## src/rtl/membus_pkg.sv

```systemverilog
// Shared definitions for the core-to-pad memory bus sequencer: FSM state codes,
// default bus widths and the even-parity helper.
package membus_pkg;

    localparam int DATA_W_DEF = 16;
    localparam int ADDR_W_DEF = 8;
    localparam int PAR_MAX_W  = 1024;

    localparam logic [1:0] IDLE  = 2'd0;
    localparam logic [1:0] WRITE = 2'd1;
    localparam logic [1:0] READ  = 2'd2;
    localparam logic [1:0] TURN  = 2'd3;

    // Zero extension leaves the XOR-reduce unchanged, so callers pass any width up to PAR_MAX_W.
    function automatic logic even_par(input logic [PAR_MAX_W-1:0] d);
        return ^d;
    endfunction

endpackage

```

## src/rtl/membus_dly_cnt.sv

```systemverilog
// Loadable down-counter with zero flag; shared by write-hold, read-latency and turnaround delays.
// Load has priority over decrement; decrement saturates at zero.
module membus_dly_cnt #(
    parameter int CNT_W = 1
) (
    input  logic             clk,
    input  logic             rst,
    input  logic             load,
    input  logic [CNT_W-1:0] load_val,
    input  logic             dec,
    output logic             zero
);

    logic [CNT_W-1:0] count;

    always_ff @(posedge clk) begin
        if (rst) begin
            count <= '0;
        end else if (load) begin
            count <= load_val;
        end else if (dec && (count != '0)) begin
            count <= count - CNT_W'(1);
        end
    end

    assign zero = (count == '0);

endmodule

```

## src/rtl/membus_io_ctrl.sv

```systemverilog
// Sequences valid/ready memory requests onto registered address/data/OE pads with write hold,
// turnaround dead cycles and read-sample latency; req_ready only in IDLE.
// Optional pad parity via MEMBUS_PARITY_EN.
module membus_io_ctrl
    import membus_pkg::*;
#(
    parameter int DATA_W      = DATA_W_DEF,
    parameter int ADDR_W      = ADDR_W_DEF,
    parameter int RD_LATENCY  = 1,
    parameter int WR_HOLD     = 1,
    parameter int TURN_CYCLES = 1
) (
    input  logic              clk,
    input  logic              rst,
    input  logic              req_valid,
    output logic              req_ready,
    input  logic              req_we,
    input  logic [ADDR_W-1:0] req_addr,
    input  logic [DATA_W-1:0] req_wdata,
    output logic              rsp_valid,
    output logic [DATA_W-1:0] rsp_rdata,
`ifdef MEMBUS_PARITY_EN
    output logic              pad_par_out,
    input  logic              pad_par_in,
    output logic              rsp_par_err,
`endif
    output logic [ADDR_W-1:0] pad_addr,
    output logic [DATA_W-1:0] pad_dout,
    input  logic [DATA_W-1:0] pad_din,
    output logic              pad_oe
);

    localparam int MAX_RW  = (RD_LATENCY > WR_HOLD) ? RD_LATENCY : WR_HOLD;
    localparam int MAX_DLY = (MAX_RW > TURN_CYCLES) ? MAX_RW : TURN_CYCLES;
    localparam int CNT_W   = (MAX_DLY > 0) ? $clog2(MAX_DLY + 1) : 1;

    localparam logic [CNT_W-1:0] WR_LOAD   = CNT_W'(WR_HOLD - 1);
    localparam logic [CNT_W-1:0] RD_LOAD   = CNT_W'(RD_LATENCY - 1);
    localparam logic [CNT_W-1:0] TURN_LOAD = CNT_W'((TURN_CYCLES > 0) ? TURN_CYCLES - 1 : 0);

    logic [1:0]       state;
    logic [1:0]       state_nxt;
    logic             accept;
    logic             capture;
    logic             cnt_load;
    logic [CNT_W-1:0] cnt_val;
    logic             cnt_dec;
    logic             cnt_zero;

    assign req_ready = (state == IDLE);
    assign accept    = req_valid && req_ready;
    assign capture   = (state == READ) && cnt_zero;

    always_comb begin
        state_nxt = state;
        cnt_load  = 1'b0;
        cnt_val   = '0;
        cnt_dec   = 1'b0;
        case (state)
            IDLE: begin
                if (accept) begin
                    cnt_load  = 1'b1;
                    state_nxt = req_we ? WRITE : READ;
                    cnt_val   = req_we ? WR_LOAD : RD_LOAD;
                end
            end
            WRITE: begin
                if (!cnt_zero) begin
                    cnt_dec = 1'b1;
                end else if (TURN_CYCLES > 0) begin
                    state_nxt = TURN;
                    cnt_load  = 1'b1;
                    cnt_val   = TURN_LOAD;
                end else begin
                    state_nxt = IDLE;
                end
            end
            READ, TURN: begin
                if (!cnt_zero) begin
                    cnt_dec = 1'b1;
                end else begin
                    state_nxt = IDLE;
                end
            end
            default: state_nxt = IDLE;
        endcase
    end

    membus_dly_cnt #(
        .CNT_W (CNT_W)
    ) u_dly_cnt (
        .clk      (clk),
        .rst      (rst),
        .load     (cnt_load),
        .load_val (cnt_val),
        .dec      (cnt_dec),
        .zero     (cnt_zero)
    );

    // pad_oe registers the next-state decode so it is high exactly in WRITE cycles.
    always_ff @(posedge clk) begin
        if (rst) begin
            state     <= IDLE;
            pad_oe    <= 1'b0;
            pad_addr  <= '0;
            pad_dout  <= '0;
            rsp_valid <= 1'b0;
            rsp_rdata <= '0;
        end else begin
            state     <= state_nxt;
            pad_oe    <= (state_nxt == WRITE);
            rsp_valid <= capture;
            if (accept) begin
                pad_addr <= req_addr;
            end
            if (accept && req_we) begin
                pad_dout <= req_wdata;
            end
            if (capture) begin
                rsp_rdata <= pad_din;
            end
        end
    end

`ifdef MEMBUS_PARITY_EN
    always_ff @(posedge clk) begin
        if (rst) begin
            pad_par_out <= 1'b0;
            rsp_par_err <= 1'b0;
        end else begin
            if (accept && req_we) begin
                pad_par_out <= even_par(PAR_MAX_W'(req_wdata));
            end
            if (capture) begin
                rsp_par_err <= even_par(PAR_MAX_W'(pad_din)) ^ pad_par_in;
            end
        end
    end
`endif

endmodule

```

## config.mk

```make
export PLATFORM = sky130hd
export DESIGN_NAME = membus_io_ctrl
export DESIGN_NICKNAME = d
export VERILOG_FILES = /design/src/rtl/membus_pkg.sv /design/src/rtl/membus_dly_cnt.sv /design/src/rtl/membus_io_ctrl.sv
export SDC_FILE = /design/constraint.sdc
export NUM_CORES = 1
export LEC_CHECK = 0
export CORE_MARGIN = 4
export CORE_UTILIZATION = 38
export DETAILED_ROUTE_END_ITERATION = 8
export GPL_ROUTABILITY_DRIVEN = 0
export MAX_ROUTING_LAYER = met4
export PLACE_DENSITY = 0.73
export SLEW_MARGIN = 40
export SYNTH_ARGS = -nofsm -noshare
export SYNTH_HDL_FRONTEND = slang
export SYNTH_HIERARCHICAL = 1
export SYNTH_SLANG_ARGS = --single-unit
```

## constraint.sdc

```tcl
create_clock -name clk -period 1.8 [get_ports clk]
set_input_delay 0.36 -clock clk [delete_from_list [all_inputs] [get_ports clk]]
set_output_delay 0.36 -clock clk [all_outputs]
set_load 0.03 [all_outputs]
```

## Word-level counts from Yosys, hierarchy flattened

Cells that the tools add are included.

| word-level totals | value |
|---|---|
| register bits after elaboration | 45 |
| word-level logic and storage cells | 31 |

| operators by class | value |
|---|---|
| mux-type cells | 10 |
| eq/ne operators | 4 |
| reductions and logical operators | 8 |
| bitwise logic cells | 1 |
| $add $sub $neg | 1 |

Operators by type and width:

| operator | count |
|---|---|
| 2-bit two-way mux | 4 |
| 2-bit case mux with 3 select lines | 1 |
| 2-bit by 1-bit equality test with 1-bit output, second input constant | 2 |
| 2-bit equality test, second input constant | 2 |
| 1-bit logical AND | 4 |
| 1-bit two-way mux | 4 |
| 2-bit OR reduction | 2 |
| 3-bit OR reduction | 1 |
| 2-bit logical NOT | 1 |
| 1-bit case mux with 2 select lines | 1 |
| 1-bit NOT | 1 |
| 1-bit subtractor, second input constant | 1 |

## Longest topological paths before layout

Gate-level depths: netlist of the first run.

| logic depth | value |
|---|---|
| depth after elaboration | 5 |
| gate-level depth with buffers | 5 |
| mapped depth without buffers | 5 |

## By module

The synthesis of the first run kept the hierarchy.

By module, submodules not included:

| module | sequential area each (µm²) | area an instance (µm²) | instances | cells an instance |
|---|---|---|---|---|
| membus_io_ctrl | 880.8 | 2031.9 | 1 | 197 |
| membus_dly_cnt | 20.0 | 47.5 | 1 | 4 |

## Worst setup path after synthesis of the first run

No wires, ideal clock.

| timing | value |
|---|---|
| path kind | register -> register |
| start | reg state[1] |
| end | reg u_dly_cnt.count |
| slack | 556 ps |
| library setup time | 96 ps |
| clock period less this slack | 1244 ps |
| cell stages (with the launch flop) | 5 |
| data arrival time | 1148 ps |
| cells stage by stage | dfxtp_1 buf_6 nor2_1 nor2_1 o41ai_2 |

| on the way | value |
|---|---|
| cells in the longest elaborated chain, start to end | 5 |
| elaborated cells between the ends (all ways) | 11 |

RTL lines:

| what | RTL line | RTL |
|---|---|---|
| start, declared | membus_io_ctrl.sv:41 | `logic [1:0] state;` |
| start signal, assigned | membus_io_ctrl.sv:110 | `state <= state_nxt;` |
| 2-bit logical NOT * | membus_io_ctrl.sv:50 | `assign req_ready = (state == IDLE);` |
| net req_ready | membus_io_ctrl.sv:16 | `output logic req_ready,` |
| 1-bit logical AND | membus_io_ctrl.sv:51 | `assign accept = req_valid && req_ready;` |
| 1-bit two-way mux | membus_io_ctrl.sv:61 | `if (accept) begin` |
| 1-bit case mux with 2 select lines * | membus_io_ctrl.sv:59 | `case (state)` |
| 2-bit OR reduction (no source line) * | -- |  |
| end signal, assigned | membus_dly_cnt.sv:20 | `count <= load_val;` |
| end signal, assigned | membus_dly_cnt.sv:22 | `count <= count - CNT_W'(1);` |
| end, declared | membus_dly_cnt.sv:14 | `logic [CNT_W-1:0] count;` |

Mark *: on every way through the listed nets, which the timed path passes. The rest lies on a longest branch.
A chain may end at the register's enable or synchronous reset.

## Worst setup path in the final report of the first run

| timing | value |
|---|---|
| start | reg rsp_rdata[13] |
| end | out rsp_rdata[13] |

RTL lines:

| what | RTL line | RTL |
|---|---|---|
| start, declared | membus_io_ctrl.sv:21 | `output logic [DATA_W-1:0] rsp_rdata,` |
| start signal, assigned | membus_io_ctrl.sv:120 | `rsp_rdata <= pad_din;` |

No word-level cell between the ends.

==> metrics.txt, run 1 <==
outcome=finished, final reports clean; Slowest cell on crit path=clkdlybuf4s50_1; quantity of I/O buffers inserted on ports=86; number of setup violations in the final report=0; worst clock skew on the final layout=0.00579 ns; post-route DRC violation count=0; post-detailed-route count of antenna-violating nets=0; sequential fraction of the synthesis area=43.3%; number of search-and-repair iterations in the first detailed-routing pass=2; path class of the lowest-slack min-delay path=register to register; shortest period the worst path allows=1.70 ns; synthesized net count=245; setup repair after global routing missed its margin=no; FF-to-FF End=rsp_rdata[9]; final-report max-slew violation count=0; TritonCTS clock tree=built; sinks on the clock net=45; Worst EP arrival=1.34 ns; worst hold start=pad_addr[6]; vias in the first global route=1555; most common cell after layout, fill and taps aside=clkdlybuf4s50_1; Detailed Route WL=4360 µm; Overall Power=2.52 mW; average wire per standard cell=12.3 µm; number of hold violations in the final report=0; gate count after technology mapping=201; setup tns final=0 ns; routed via count divided by cell count=4.40; global-route wire length before repair=7090 µm; number of rows created at floorplan=26; H-tree lvl count=2; commonest cells after routing, fill and taps aside=clkdlybuf4s50_1, nand2b_1, dfxtp_1; DP Wirelength=3090 µm; clock root cell=clkbuf_8; post-CTS setup buffers=0; initial antenna violation count=0; remaining global-route overflow=0; wire length on met2=2030 µm; cell depth of the worst min-delay path=2; width of the chip=82.0 µm; highest ir drop seen on vdd=0.000458 V; layout cells sized above 1=6.34%; met3 WL post-DR=372 µm; Buf+Inv Stages, Crit Path=1; maximum number of buffers from clock root to sink=2; number of max-cap violations=0; required time worst endpoint=1.44 ns; Syn Std Cell Area=0.00208 mm²; Power Density=815 mW/mm²; Crit Path Class=register to output pin; Top Metal Used=met4; Top delay family on crit path=buffers and inverters; ports placed on the boundary=87; Syn. warnings=6; worst hold path endpoint=pad_addr[6]; capturing element type of the critical path=output pin; clock latency reported for the late side of the worst-skew pair=0.29 ns; nets=327; vertical extent of the die=82.0 µm; initial detailed-routing violation count=84; share of the cycle needed by the critical path after routing=94.5%; routed length on met1=1880 µm; pin count of the biggest net entering global routing=87; Worst Reg2Reg Path Length in Cells=3; average footprint of a synthesized cell=10.3 µm²; Synth cell types=22; post-CTS resize count=1; vias=1558; number of clock buffers inserted by TritonCTS=5; synthesized flop and latch total=45; filler cell count=480; startpoint of the worst register-to-register path=state[0]; leakage power figure=1.12 nW; floorplan die area=0.00672 mm²; antenna diode instance count=0; worst reg2reg setup slack=0.44 ns; crit-path cells=clkdlybuf4s50_1; Critical Path Max Stage Delay=0.69 ns; maximum frequency from static timing analysis=0.588 GHz; overall global routing resource usage=14.1%; CTS clock-pin slew for the worst setup and hold paths=0.08 ns; starting utilization of the core area=40.0%; Max FO, Critical Path=2; hold buffers post-CTS=0; Area Overhead vs Synth=48.6%; Critical Path Start Type=register; area of the placeable core=0.00520 mm²
==> worst max path at each step <==
| stage | slack, ns | depth (start not counted) | to | start |
|---|---|---|---|---|
| 2_1_floorplan | 0.56 | 4 | u_dly_cnt/count | state[1] |
| 3_5_place_dp | 0.06 | 4 | pad_dout[10] | req_we |
| 6_report | 0.1 | 1 | rsp_rdata[13] | rsp_rdata[13] |
| 3_3_place_gp | 0.12 | 4 | pad_dout[5] | req_we |
| 4_1_cts | 0.08 | 1 | pad_dout[9] | pad_dout[9] |
| 5_1_grt | 0.05 | 1 | pad_addr[7] | pad_addr[7] |
==> layout make-up <==
class                      count  area, µm²  area share (%)
multi-input combinational    139       1060            34.5
timing repair buffer          91        917            29.7
sequential                    45        901            29.1
tap                           70       87.6            2.83
clock buffer                   7       86.3            2.79
clock inverter                 1       30.0           0.972
inverter                       1       3.75           0.121
==> flip-flops by register name, indices dropped and copies added (netlist names) <==
register and flops:
u_dly_cnt/count 1, state 2, rsp_valid 1, pad_dout 16, pad_oe 1, pad_addr 8
rsp_rdata 16
==> through the flow <==
step | hold WS, ns | area [µm²] | worst slack [ns] | cells | util (%)
floorplan | 0.458 | 2080 | 0.556 | 201 | -
global placement | 0.459 | 2980 | 0.125 | 346 | 57.2
detailed placement | 0.466 | 2980 | 0.0642 | 346 | 57.2
CTS | 0.478 | 3090 | 0.0785 | 354 | 59.4
global route | 0.501 | 3090 | 0.0491 | 354 | 59.4
finish | 0.474 | 3090 | 0.0982 | 354 | 59.4
==> cell usage after synthesis (all sizes together) <==
master	instances	share of area, %
a211oi	1	0.36
a21boi	1	0.36
a21oi	1	0.24
a221oi	1	0.42
and3b	1	0.48
buf	7	3.9
clkbuf	9	1.6
conb	1	0.18
dfxtp	45	43
inv	1	0.18
mux2i	41	20
nand2b	81	24
nand3b	2	0.72
nor2	3	0.54
nor2b	1	0.30
nor3b	1	0.36
nor4bb	1	1.2
o21ba	1	0.48
o41ai	1	0.78
or3b	1	0.42
==> kinds of logic after synthesis <==
kind of cell,share of synthesized area [%]
multiplexers,19.7
AO/OA/AOI/OAI,2.65
other,0.180
AND/OR/NAND/NOR,28.4
buffers and inverters,5.72
flip-flops,43.3
==> where the power goes <==
part / switching [mW] / internal (mW) / total (mW)
Sequential: 0.0354 / 1.07 / 1.10
Clock: 0.321 / 0.452 / 0.774
Combinational: 0.310 / 0.330 / 0.640
==> layer usage <==
metal  global-route usage (%)  vias up
met4                     4.98        0
met5                        -        -
met3                     4.93        6
li1                         -      813
met2                     22.5       54
met1                     16.5      685
Note: power is estimated with default switching activity, not from simulation.
==> run 2, diff against run 1 <==
--- a/config.mk
+++ b/config.mk
@@ -8,7 +8,6 @@
 export CORE_MARGIN = 4
 export CORE_UTILIZATION = 38
 export DETAILED_ROUTE_END_ITERATION = 8
-export GPL_ROUTABILITY_DRIVEN = 0
 export MAX_ROUTING_LAYER = met4
 export PLACE_DENSITY = 0.73
 export SLEW_MARGIN = 40
==> results of run 2 <==
Same layout as run 1: the final DEF is identical, and so are final timing and power.
==> edit (flow settings as in run 1) <==
Change the package constant `ADDR_W_DEF` from 8 to 6.
--- a/src/rtl/membus_pkg.sv
+++ b/src/rtl/membus_pkg.sv
@@ -3,7 +3,7 @@
 package membus_pkg;
 
     localparam int DATA_W_DEF = 16;
-    localparam int ADDR_W_DEF = 8;
+    localparam int ADDR_W_DEF = 6;
     localparam int PAR_MAX_W  = 1024;
 
     localparam logic [1:0] IDLE  = 2'd0;
Ports: changed (resized pad_addr and req_addr); port bits go from 87 to 83. No check against the original RTL was run, so the function may have changed too.
==> edit against run 1 <==
Register-to-register slack lost 0.04 ns. Synthesized cell count shrank 5.0%. Area after synthesis shrank 4.0%. Routed wire length decreased by 4.8%. Cell area decreased by 4.1%. Global-route usage shrank 0.47 points. Sequential cell count down 2. Power decreased by 7.3%. Setup slack gained 0.018 ns. Critical path type unchanged.
==> edit: results <==
[cells_and_area]
number_of_filler_instances_in_the_final_layout = 457
clock_buffer_count = 8
drive_gt1_share_pct = 7.69
clock_area_share_pct = 3.38
biggestRegsByFlops = pad_dout x16, rsp_rdata x16, pad_addr x6
register_area_sq_um = 861
final_nets = 314
nonClockBufferCount = 88
layout.comb_gates.multi_input = 133
antenna_cells = 0
layout.nonclk_buf_share_pct = 29.9
footprint_of_the_multi_input_gates_sq_um = 1030

[yosys]
cell_variety_after_synth = 21
synth.area.mux_share_pct = 19.5
synth.top_cells.by_count = sky130_fd_sc_hd__nand2b_1 (77), sky130_fd_sc_hd__dfxtp_1 (43), sky130_fd_sc_hd__mux2i_1 (39), sky130_fd_sc_hd__clkbuf_1 (8), sky130_fd_sc_hd__buf_6 (5)
syn-num-nets = 233
synthesized_area_fraction_occupied_by_ao_oa_aoi_and_oai_cells_pct = 3.07
yosysSeqAreaShare_pct = 43.1
synth_top_cells_by_area = sky130_fd_sc_hd__dfxtp_1 (43%), sky130_fd_sc_hd__nand2b_1 (24%), sky130_fd_sc_hd__mux2i_1 (20%)

[detailed_routing]
drtIter0Drc = 41
totalWireLength_um = 4150
drt-vias-per-instance = 4.37
routed-wl-met2_um = 1920
drt_pre_antenna_iters = 4
drt-met1-wl_um = 1890
met3WireLength_um = 316
highest-signal-layer = met4

[timing]
skew_ns = 0.00420
post_route_minimum_period_ns = 1.68
max_slew.worst_pin.slew_ns = 0.501

[clock_tree]
worst_setup_hold_path_clk_slew_ns = 0.08
cts.sinks = 43
ctsLongestPathBuffers = 2
htree_num_levels = 2

[global_routing]
grt_first_pass_wirelength_um = 6730
grt_usage_pct = 13.6
vias_in_the_first_global_route = 1439
gr-usage-met3_pct = 5.83
grt_util_met1_pct = 17.0
grt_start_max_net_pins = 39
gr-usage-met2_pct = 20.3

[power_and_ir_drop]
p_sw_share_pct = 27.7
power.sequential.total_uw = 1050
comb_power_share_pct = 26.3
switching_power_uw = 645
standby_leakage_power_uw = 0.00107
worst_ir_drop_vdd_uv = 431

[place]
post-place-ws_ns = 0.0715
numPortBuffers = 82
hpwl_um = 3020

[critical_path]
regToRegSetupSlack_ns = 0.40
crit-reg2reg-capture = rsp_rdata[7]
timing.critical_path.arrival_ns = 1.32
crit_fanout = 2

[run_status]
status = completed

[min_path]
timing.hold.worst.start = pad_dout[10]
worst_hold_path.endpoint = pad_dout[10]
edit: cell count changes after synthesis, sizes merged:
cell / before / now
nand2b: 81 / 77
dfxtp: 45 / 43
mux2i: 41 / 39
buf: 7 / 6
clkbuf: 9 / 8
edit: how the worst max path moves through the flow:
stage	depth (start not counted)	to	from
6_report	1	pad_dout[1]	pad_dout[1]
4_1_cts	1	rsp_rdata[7]	rsp_rdata[7]
3_5_place_dp	4	pad_dout[13]	req_we
3_3_place_gp	4	pad_dout[0]	req_we
5_1_grt	1	rsp_rdata[7]	rsp_rdata[7]
2_1_floorplan	4	u_dly_cnt/count	state[1]
edit: through the flow:
step                cell area [sq um]  cells  hold WS [ns]  utilization [%]
floorplan                        2000    191         0.458                -
global placement                 2860    335         0.457             56.1
detailed placement               2860    335         0.460             56.1
CTS                              2960    343         0.478             58.0
global route                     2960    343         0.495             58.0
finish                           2960    343         0.472             58.0
